===== src/rtl/pipe_pkg.sv =====
// Shared definitions for the MIPS pipeline: control bundle layout, width defaults, ID/EX FSM encoding.
// No logic, no latency.
// No flow control; constants and types only.
package pipe_pkg;

  // Default datapath and register-address widths.
  localparam int DEF_DATA_W = 23;
  localparam int DEF_REG_AW = 5;

  // Control bundle: {RegWrite, MemRead, MemWrite, MemToReg, ALUSrc, ALUOp[2:0]}, MSB first.
  localparam int DEF_CTRL_W     = 8;
  localparam int CTRL_REGWRITE  = 7;
  localparam int CTRL_MEMREAD   = 6;
  localparam int CTRL_MEMWRITE  = 5;
  localparam int CTRL_MEMTOREG  = 4;
  localparam int CTRL_ALUSRC    = 3;
  localparam int CTRL_ALUOP_LSB = 0;
  localparam int CTRL_ALUOP_W   = 3;

  // ID/EX stall sequencer states.
  typedef enum logic {
    ST_RUN    = 1'b0,
    ST_BUBBLE = 1'b1
  } idex_state_t;

endpackage


===== src/rtl/load_use_detect.sv =====
// Load-use hazard detector: a load in EX whose destination is read by the valid ID instruction.
// Latency: purely combinational.
// No flow control; the caller decides whether to stall.
// Ports: id_valid/id_rs/id_rt/id_uses_rt describe the ID consumer, ex_valid/ex_memread/ex_rd the
// EX producer, hazard is the result.
module load_use_detect #(
  parameter int REG_AW = pipe_pkg::DEF_REG_AW
) (
  input  logic              id_valid,
  input  logic [REG_AW-1:0] id_rs,
  input  logic [REG_AW-1:0] id_rt,
  input  logic              id_uses_rt,
  input  logic              ex_valid,
  input  logic              ex_memread,
  input  logic [REG_AW-1:0] ex_rd,
  output logic              hazard
);

  logic rs_match;
  logic rt_match;

  // $zero is hardwired, so a load "writing" it never produces a real dependency.
  assign rs_match = (ex_rd == id_rs);
  assign rt_match = id_uses_rt && (ex_rd == id_rt);
  assign hazard   = id_valid && ex_valid && ex_memread && (ex_rd != '0) && (rs_match || rt_match);

endmodule


===== src/rtl/id_ex_stage.sv =====
// ID/EX pipeline register with load-use bubble insertion and taken-branch flush.
// Latency: one cycle id_* -> ex_*; a load-dependent instruction loses exactly one cycle.
// Backpressure: stall_out (combinational) freezes PC and IF/ID; this register itself never holds.
// Ports: clk/rst_n; id_* decoded ID instruction; flush kills it; ex_* registered EX view;
// stall_out upstream hold; bubble_cnt saturating count of load-use bubbles.
module id_ex_stage
  import pipe_pkg::*;
#(
  parameter int DATA_W = DEF_DATA_W,
  parameter int REG_AW = DEF_REG_AW,
  parameter int CTRL_W = DEF_CTRL_W,
  parameter int CNT_W  = 16
) (
  input  logic              clk,
  input  logic              rst_n,
  input  logic              id_valid,
  input  logic [REG_AW-1:0] id_rs,
  input  logic [REG_AW-1:0] id_rt,
  input  logic [REG_AW-1:0] id_rd,
  input  logic              id_uses_rt,
  input  logic [DATA_W-1:0] id_rs_data,
  input  logic [DATA_W-1:0] id_rt_data,
  input  logic [DATA_W-1:0] id_imm,
  input  logic [CTRL_W-1:0] id_ctrl,
  input  logic              flush,
  output logic              ex_valid,
  output logic [REG_AW-1:0] ex_rs,
  output logic [REG_AW-1:0] ex_rt,
  output logic [REG_AW-1:0] ex_rd,
  output logic [DATA_W-1:0] ex_rs_data,
  output logic [DATA_W-1:0] ex_rt_data,
  output logic [DATA_W-1:0] ex_imm,
  output logic [CTRL_W-1:0] ex_ctrl,
  output logic              stall_out,
  output logic [CNT_W-1:0]  bubble_cnt
);

  idex_state_t state;
  idex_state_t state_nxt;
  logic        hazard;
  logic        stall_int;
  logic        load_bubble;
  logic        cnt_inc;

  load_use_detect #(
    .REG_AW (REG_AW)
  ) u_detect (
    .id_valid   (id_valid),
    .id_rs      (id_rs),
    .id_rt      (id_rt),
    .id_uses_rt (id_uses_rt),
    .ex_valid   (ex_valid),
    .ex_memread (ex_ctrl[CTRL_MEMREAD]),
    .ex_rd      (ex_rd),
    .hazard     (hazard)
  );

  // State register.
  always_ff @(posedge clk or negedge rst_n) begin
    if (!rst_n) begin
      state <= ST_RUN;
    end else begin
      state <= state_nxt;
    end
  end

  // Next state: a flush always lands in RUN; BUBBLE is a single cycle.
  always_comb begin
    state_nxt = state;
    case (state)
      ST_RUN:    state_nxt = (hazard && !flush) ? ST_BUBBLE : ST_RUN;
      ST_BUBBLE: state_nxt = ST_RUN;
      default:   state_nxt = ST_RUN;
    endcase
  end

  // Outputs. In BUBBLE the load sits in MEM and EX is empty, so no hazard
  // can be seen; only a flush can turn that cycle into another bubble.
  always_comb begin
    stall_int   = 1'b0;
    load_bubble = flush;
    cnt_inc     = 1'b0;
    case (state)
      ST_RUN: begin
        if (hazard && !flush) begin
          stall_int   = 1'b1;
          load_bubble = 1'b1;
          cnt_inc     = 1'b1;
        end
      end
      default: begin
        stall_int = 1'b0;
      end
    endcase
  end

  assign stall_out = stall_int && rst_n;

  // EX register. A bubble clears the register numbers too, so the
  // forwarding unit can never match against an empty slot.
  always_ff @(posedge clk or negedge rst_n) begin
    if (!rst_n) begin
      ex_valid   <= 1'b0;
      ex_rs      <= '0;
      ex_rt      <= '0;
      ex_rd      <= '0;
      ex_rs_data <= '0;
      ex_rt_data <= '0;
      ex_imm     <= '0;
      ex_ctrl    <= '0;
    end else if (load_bubble) begin
      ex_valid   <= 1'b0;
      ex_rs      <= '0;
      ex_rt      <= '0;
      ex_rd      <= '0;
      ex_rs_data <= '0;
      ex_rt_data <= '0;
      ex_imm     <= '0;
      ex_ctrl    <= '0;
    end else begin
      ex_valid   <= id_valid;
      ex_rs      <= id_rs;
      ex_rt      <= id_rt;
      ex_rd      <= id_rd;
      ex_rs_data <= id_rs_data;
      ex_rt_data <= id_rt_data;
      ex_imm     <= id_imm;
      ex_ctrl    <= id_ctrl;
    end
  end

  // Load-use bubble counter, saturating at all-ones.
  always_ff @(posedge clk or negedge rst_n) begin
    if (!rst_n) begin
      bubble_cnt <= '0;
    end else if (cnt_inc && (bubble_cnt != '1)) begin
      bubble_cnt <= bubble_cnt + CNT_W'(1);
    end
  end

endmodule


===== config.mk =====
export PLATFORM = sky130hd
export DESIGN_NAME = id_ex_stage
export DESIGN_NICKNAME = d
export VERILOG_FILES = /design/src/rtl/pipe_pkg.sv /design/src/rtl/load_use_detect.sv /design/src/rtl/id_ex_stage.sv
export SDC_FILE = /design/constraint.sdc
export NUM_CORES = 1
export LEC_CHECK = 0
export CAP_MARGIN = 30
export CORE_UTILIZATION = 39
export DETAILED_ROUTE_END_ITERATION = 12
export PLACE_DENSITY = 0.76
export SLEW_MARGIN = 20
export SYNTH_ARGS = -nofsm -noshare
export SYNTH_HDL_FRONTEND = slang
export SYNTH_HIERARCHICAL = 1
export SYNTH_SLANG_ARGS = --single-unit

===== constraint.sdc =====
create_clock -name clk -period 3.3 [get_ports clk]
set_input_delay 0.33 -clock clk [delete_from_list [all_inputs] [get_ports clk]]
set_output_delay 0.33 -clock clk [all_outputs]
set_load 0.005 [all_outputs]

### Word level (Yosys, flattened, before mapping)

Index checks and enable logic that the tools add are counted.

* input bits: 97
* output and inout port bits: 110
* word-level logic and storage cells: 39
* register bits after elaboration: 110

* eq/ne operators: 3
* bitwise operators: 1
* muxes and demuxes: 13
* reduce and logical (&&, ||, !) cells: 11
* add/sub/neg operators: 1

Operators by type and width (count)
* two-way mux 23 bit: 3
* adder 16 x 1 -> 16 bit, second input constant: 1
* inequality test 16 bit, second input constant: 1
* two-way mux 5 bit: 3
* == test 5 bit: 2
* logical AND 1 bit: 8
* two-way mux 8 bit: 1
* two-way mux 1 bit: 5
* nonzero test 5 bit: 1
* one-hot mux 1 bit (2 select lines): 1
* zero test 1 bit: 1
* logical OR 1 bit: 1
* NOT 1 bit: 1

### Logic depth before layout (Yosys ltp)

Gate-level depths: netlist of run 1.

* depth in word-level cells: 8
* gate-level depth with buffers: 8

### By module

Netlist of run 1, hierarchy kept.

Modules (own cells, without submodules)
* id_ex_stage: sequential area each 2752.6 sq um, cells an instance 272, instances 1, area each 3799.9 sq um
* load_use_detect: sequential area each 0.0 sq um, cells an instance 17, instances 1, area each 130.1 sq um

### Worst setup path before layout of run 1

Ideal clock, no wire load.

* kind: reg-to-reg
* start: register ex_rd[2]
* end: register bubble_cnt[12]
* arrival: 2.169 ns
* setup slack: 1.006 ns
* stages on the path, launching flop included: 9
* required time: 3.175 ns
* setup time: 0.125 ns
* period minus slack after synthesis: 2.294 ns
* cells stage by stage: dfrtp_1 > xor2_1 > nor4_1 > nand3_1 > a21oi_1 > nor3b_4 > nand4_1 > nor3_1 > mux2_2

* cells in the longest elaborated chain, start to end: 8
* elaborated cells on any way between the ends: 11

RTL lines
* start, declared: RTL line id_ex_stage.sv:29 `output logic [REG_AW-1:0] ex_rd,`
* start signal, assigned: RTL line id_ex_stage.sv:124 `ex_rd <= id_rd;`
* == test 5 bit: RTL line load_use_detect.sv:24 `assign rt_match = id_uses_rt && (ex_rd == id_rt);`
* logical AND 1 bit: RTL line load_use_detect.sv:24
* logical OR 1 bit: RTL line load_use_detect.sv:25 `assign hazard = id_valid && ex_valid && ex_memread && (ex_rd != '0) && (rs_match || rt_match);`
* logical AND 1 bit *: RTL line load_use_detect.sv:25
* via hazard: RTL line id_ex_stage.sv:40 `logic hazard;`
* logical AND 1 bit *: RTL line id_ex_stage.sv:85 `if (hazard && !flush) begin`
* two-way mux 1 bit *: RTL line id_ex_stage.sv:85
* two-way mux 1 bit *: RTL line id_ex_stage.sv:83 `case (state)`
* via cnt_inc: RTL line id_ex_stage.sv:43 `logic cnt_inc;`
* logical AND 1 bit *: RTL line id_ex_stage.sv:136 `end else if (cnt_inc && (bubble_cnt != '1)) begin`
* end signal, assigned: RTL line id_ex_stage.sv:137 `bubble_cnt <= bubble_cnt + CNT_W'(1);`
* end, declared: RTL line id_ex_stage.sv:35 `output logic [CNT_W-1:0] bubble_cnt`

Mark *: on every way through the listed nets, which the timed path passes. The rest lies on a longest branch.
A chain may end at the register's enable or synchronous reset.

### Final worst setup path of run 1

* start: register ex_rd[2]
* end: output stall_out

* cells in the longest elaborated chain, start to end: 8
* elaborated cells on any way between the ends: 11

RTL lines
* == test 5 bit: RTL line load_use_detect.sv:24
* logical AND 1 bit: RTL line load_use_detect.sv:24
* logical OR 1 bit: RTL line load_use_detect.sv:25
* logical AND 1 bit *: RTL line load_use_detect.sv:25
* via hazard: RTL line id_ex_stage.sv:40
* logical AND 1 bit *: RTL line id_ex_stage.sv:85
* two-way mux 1 bit * (2 in series)
* via cnt_inc: RTL line id_ex_stage.sv:43
* logical AND 1 bit *: RTL line id_ex_stage.sv:97 `assign stall_out = stall_int && rst_n;`
* end, declared: RTL line id_ex_stage.sv:34 `output logic stall_out,`

Marks and branches as above.

==> results of run 1 <==
## routing by layer
metal	share of wire	vias to the layer above	global-route usage
met4	0.014	0	0.0725
met5	0	-	0
met1	0.40	1283	0.210
met3	0.097	12	0.0677
li1	-	1342	-
met2	0.49	126	0.293
## cell type report
| type | count | area, um2 |
|---|---|---|
| timing repair buffer | 211 | 2120 |
| multi-input combinational | 168 | 1150 |
| tap | 133 | 166 |
| clock buffer | 10 | 138 |
| fill | 787 | 3380 |
| inverter | 1 | 3.75 |
| clock inverter | 6 | 70.1 |
| sequential | 110 | 2750 |
## how the worst max path moves through the flow
stage                           to  slack (ns)  cells past startpoint
floorplan           bubble_cnt[12]        1.01                      8
global placement         stall_out        0.25                      8
detailed placement  bubble_cnt[12]        0.21                      9
CTS                      stall_out        0.13                      7
global route             stall_out        0.02                      7
finish                   stall_out        0.15                      7
## registers in the layout (all words and copies together), names as in the netlist
name	count
ex_rs	5
ex_rd	5
ex_ctrl	8
ex_imm	23
state	1
ex_rt	5
ex_valid	1
ex_rt_data	23
ex_rs_data	23
bubble_cnt	16
## per-stage QoR
| step | power [W] | util | area [um2] | hold slack, ns | std cells |
|---|---|---|---|---|---|
| after global placement | 0.00179 | 0.629 | 6150 | 0.327 | 621 |
| after detailed placement | 0.00180 | 0.629 | 6150 | 0.341 | 621 |
| after global routing | 0.00271 | 0.655 | 6400 | 0.487 | 639 |
| after CTS | 0.00263 | 0.652 | 6370 | 0.484 | 638 |
| final | 0.00261 | 0.655 | 6400 | 0.467 | 639 |
| after floorplan | 0.00152 | - | 3930 | 0.0344 | 289 |
## critical path, delay by kind of cell, from the launching register on
| family | cells | cell delay, ns |
|---|---|---|
| buf+inv | 1 | 0.49 |
| flops | 1 | 0.45 |
| simple gates | 4 | 1.03 |
| compound gates | 1 | 0.32 |
| xor+xnor | 1 | 0.18 |
## report_power, final
group,switching [W],leakage [nW],internal (W)
combinational,0.000107,1.32,0.000236
sequential,0.0000206,1.44,0.00140
clock,0.000466,0.0951,0.000376
total,0.000593,2.85,0.00202
## kinds of logic after synthesis
| family | count (synthesis) |
|---|---|
| mux | 2 |
| buf+inv | 11 |
| xor+xnor | 22 |
| compound gates | 6 |
| flops | 110 |
| fa+ha+maj | 1 |
| simple gates | 137 |
## layout by cell type (no fill, tap or decap), drive strengths merged
cell type / Yosys / final
clkdlybuf4s50: 0 / 205
dfrtp: 110 / 110
and2: 95 / 95
xor2: 19 / 19
clkbuf: 10 / 10
nor3: 8 / 8
nand2: 7 / 7
nand4: 7 / 7
nor4: 6 / 6
buf: 0 / 5
nand3: 4 / 4
nor2: 4 / 4
clkinvlp: 0 / 3
xnor2: 3 / 3
a21oi: 3 / 3
o21ai: 2 / 2
inv: 1 / 2
mux2: 2 / 2
nor3b: 1 / 1
and3: 1 / 1
and4: 1 / 1
nor4b: 1 / 1
nor2b: 1 / 1
ha: 1 / 1
bufinv: 0 / 1
clkinv: 0 / 1
dlygate4sd3: 0 / 1
or4: 1 / 1
o2111ai: 1 / 1
==> out/results.ini, run 1 <==
[die]
start_util = 0.402
rows = 36
die_x_um = 102
core_area_um2 = 9770
die_area_um2 = 10500
die_y_um = 102
boundaryPins = 207

[worst_setup_path]
path_cells = xor2_1 -> nor4_1 -> nand3_1 -> a21oi_1 -> nor3b_4 -> and2_2 -> clkdlybuf4s50_1
cp-start-kind = register
worstPathRequired_ns = 2.97
r2r_start = ex_rd[2]
end_kind = output port
cp_slowest_cell = clkdlybuf4s50_1
reg2reg_to = bubble_cnt[12]
reg2regPathDepth = 8
crit_type = register to output port
cp.arrival_ns = 2.82
crit_start = ex_rd[2]
ff2ff_setup_slack_ns = 0.50
slowest_delay_ns = 0.49
path_max_fanout = 7

[pwr]
leakage_nw = 2.85
ir_drop_v = 0.000219
power.density_nw_per_um2 = 408

[cts]
clkTransAtPathRegs_ns = 0.10
clk_latency_ns = 0.36
cts_hold_buf = 1
clock_path_buffers = 2
cts_sinks = 110
cts_tree = built
cts_buffers = 9
cts_resized = 0
postCtsSetupRepairBufs = 0
ctsHtreeMaxLevel = 3
cts-root-buf = clkbuf_8

[timing]
hold_viol_final = 0
worst_slew_pin_slew_ns = 0.537
fin_crit_sh = 0.955
setup_violations = 0
max_slew_margin = 0.639
tns_ns = 0
finalWorstSetupSlack_ns = 0.149
timing.fmax_mhz = 317
final_max_slew_viol_count = 0
skew_ns = 0.00819
min_period_ns = 3.15
rsz0062_at_grt = false

[grt]
grt_pass1_wl_um = 13900
grt_pass1_vias = 2751
grt_util_all_layers = 0.178
antenna_found_initial = 0
grt_overflow = 0
grt_max_degree = 73

[logic_synthesis]
synth_ff_type = dfrtp_1
synth_top_family_by_area = simple AND/OR/NAND/NOR gates
yosys.area_share.simple = 0.222
ys_top_cells_by_count = dfrtp_1 (110), and2_1 (94), xor2_1 (19)
ys_async_sr_fraction = 1.00
yosysWarnings = 6
yosys.area_share.adder = 0.00318
synth_edf_count = 0
ys_seq_area_frac = 0.700
synth_fp_nets = 387
synth_top_area_frac = 0.700
synthMuxAreaShare = 0.00669
ys_ff_latch = 110
netlist_area_um2 = 3930
netlist_instances = 289
synthTopCellsByArea = dfrtp_1 (70%), and2_1 (15%), xor2_1 (4.2%)
syn-mean-instance-area_um2 = 13.6
synthXorXnorAreaFrac = 0.0490
yosys.area.top_type = dfrtp_1
synth_compound_gate_area_share = 0.00860
yosys.cell_types.count = 27
synth_most_common_cell = dfrtp_1

[cells_and_area]
fin_nets = 599
synthToLayoutAreaGrowth_pct = 62.8
insertedDiodeCount = 0
drive_above_1_share = 0.0613

[routing]
via_count = 2763
drtPass1Iterations = 4
vias_per_cell = 4.32
drt-initial-drc-count = 60
drc = 0
antenna_left = 0
drt-total-wl_um = 9340
wl_per_cell_um = 14.6

[placement]
pre_cts_ws_ns = 0.214
hpwl_um = 6950
place_congestion = 0.832
port-buffer-count = 206

[outcome]
status = finished, final reports clean

[min_path]
hold_path_class = input port to async pin

[job]
cap_viol_max_count = 0

No activity file was read; power rests on OpenSTA's default activity.
==> run 2, diff against run 1 <==
- CAP_MARGIN: 30 -> default
- CORE_UTILIZATION: 39 -> 43
- DONT_BUFFER_PORTS: default -> 1
- PLACE_DENSITY: 0.76 -> 0.54
==> out/results.ini, run 2 (synthesis results as in run 1) <==
[outcome]
status = complete, but fails checks
violations = design-rule violations

[cells_and_area]
final_cell_mix = dfrtp_1 (110), and2_1 (94), xor2_1 (19)
layout_commonest_cell = dfrtp_1
drive_above_1_share = 0.0906  ; +0.0293
fin_nets = 391  ; -35%
top_regs = ex_imm x23, ex_rs_data x23, ex_rt_data x23
synthToLayoutAreaGrowth_pct = 8.95
fin_util = 0.486  ; -0.168

[grt]
grt_overflow = 0  ; unchanged
grt_pass1_wl_um = 12200  ; -12%
grt_pass1_vias = 2199  ; -20%
antenna_found_initial = 1  ; +1
grt_util_all_layers = 0.171  ; -0.00646
grt_max_degree = 111  ; +52%

[cts]
clk_latency_ns = 0.36  ; about the same
cts_buffers = 9  ; unchanged
cts_sinks = 110  ; unchanged
ctsHtreeMaxLevel = 3  ; unchanged
cts_tree = built
clkTransAtPathRegs_ns = 0.11  ; about the same
clock_path_buffers = 2  ; unchanged
cts-root-buf = clkbuf_8

[routing]
drtPass1Iterations = 9  ; +5
drt-total-wl_um = 7750  ; -17%
wl_per_cell_um = 19.1  ; +30%
antenna_left = 0  ; unchanged
drc = 20  ; +20
vias_per_cell = 5.07  ; +17%
drt-initial-drc-count = 81  ; +35%
via_count = 2063  ; -25%

[worst_setup_path]
r2r_start = ex_rd[2]
ff2ff_setup_slack_ns = 0.57  ; +0.07 ns
path_max_fanout = 7  ; unchanged
reg2reg_to = bubble_cnt[12]
crit_type = register to register
worstPathRequired_ns = 3.54  ; +0.57 ns
reg2regPathDepth = 8  ; unchanged
cp.arrival_ns = 2.98  ; +0.16 ns
end_kind = register
cp-start-kind = register

[placement]
place_congestion = 0.743  ; -11%
pre_cts_ws_ns = 0.552  ; +0.339 ns
port-buffer-count = 0  ; -100%
hpwl_um = 5350  ; -23%

[min_path]
min_from = flush
whs_path_depth = 1
hold_path_class = input port to register
min_to = state

[pwr]
p_comb_frac = 0.043  ; -0.088
power.density_nw_per_um2 = 535  ; +31%
seq_power_share = 0.631  ; +0.085
sw_frac_of_total = 0.235  ; +0.00769
netSwitchingPower_w = 0.000538  ; -9.3%
intPower_w = 0.00175  ; -13%
ir_drop_v = 0.000216  ; -1.5%
leakage_nw = 2.06  ; -28%
totalPowerFinal_w = 0.00229  ; -12%
power_frac_clock = 0.326  ; +0.003

[job]
cap_viol_max_count = 0  ; unchanged

[die]
die_y_um = 97.6  ; -4.7%
die_area_um2 = 9530  ; -9.1%
die_x_um = 97.6  ; -4.7%
start_util = 0.446  ; +0.0442
rows = 34  ; -5.6%
boundaryPins = 207  ; unchanged
core_area_um2 = 8810  ; -9.9%

[timing]
setup_violations = 0  ; unchanged
fin_crit_sh = 0.828  ; -0.127
max_slew_margin = 0.640  ; about the same
tns_ns = 0  ; unchanged
worst_slew_pin_slew_ns = 0.536  ; -0.000448 ns
final_max_slew_viol_count = 0  ; unchanged
min_period_ns = 2.73  ; -0.418 ns
skew_ns = 0.0165  ; +0.00834 ns
hold_viol_final = 0  ; unchanged
finalWorstSetupSlack_ns = 0.568  ; +0.418 ns
rsz0062_at_grt = false
timing.fmax_mhz = 366  ; +15%

==> run 2: cell count changes in the layout (fill, tap and decap cells not counted), sizes merged <==
cell	change
inv	+1
clkbuf	+1
bufinv	-1
clkinvlp	-1
buf	-3
diode	+1
clkdlybuf4s50	-205
==> run 2: stage by stage <==
stage / area (um2) / std cells / hold slack [ns]
after floorplan: 3930 / 289 / 0.0344
after global placement: 4060 / 388 / 0.0365
after detailed placement: 4060 / 388 / 0.0366
after CTS: 4280 / 406 / 0.0339
after global routing: 4280 / 407 / 0.0364
final: 4280 / 407 / 0.0488
==> run 2: how the worst max path moves through the flow <==
| stage | slack (ns) | to | from | cells past startpoint |
|---|---|---|---|---|
| after floorplan | 1.01 | bubble_cnt[12] | ex_rd[2] | 8 |
| after global placement | 0.61 | bubble_cnt[12] | ex_rd[2] | 8 |
| after detailed placement | 0.55 | bubble_cnt[12] | ex_rd[2] | 8 |
| after CTS | 0.54 | bubble_cnt[12] | ex_rd[2] | 8 |
| after global routing | 0.27 | bubble_cnt[9] | ex_rd[2] | 8 |
| final | 0.57 | bubble_cnt[12] | ex_rd[2] | 8 |
==> run 2: power by group through the flow <==
stage               logic (W)  clock network (W)  registers, W
floorplan           0.0000595                  0       0.00146
global placement    0.0000695                  0       0.00147
detailed placement  0.0000729                  0       0.00147
CTS                  0.000103           0.000778       0.00145
global route         0.000116           0.000827       0.00145
finish              0.0000991           0.000746       0.00144
==> run 2: cell type report <==
cell class | count | area (um2)
repair buffers | 3 | 57.6
clock inverters | 5 | 41.3
fillers | 785 | 4520
well taps | 108 | 135
flip-flops and latches | 110 | 2750
diodes | 1 | 2.50
inverters | 1 | 3.75
multi-input cells | 168 | 1150
clock buffers | 11 | 141
==> run 2: repair_timing <==
action / 4_1_cts / 5_1_grt
buffers inserted: 0 / 0
resized for setup: 0 / 0
hold buffers: 2 / 0
endpoints found under the hold margin: 110 / 0
==> run 2: layer usage <==
metal  part of all wire  global-route usage
met3               0.12              0.0871
met4              0.013              0.0699
met5                  0                   0
met2               0.50               0.276
met1               0.36               0.193
==> run 2: critical path, cell delays in order (launching register included) <==
cell     delay [ns]
dfrtp_1        0.45
xor2_1         0.18
nor4_1         0.28
nand3_1        0.11
a21oi_1        0.31
nor3b_4        0.34
nand4_1        0.30
nor3_1         0.28
mux2_2         0.36
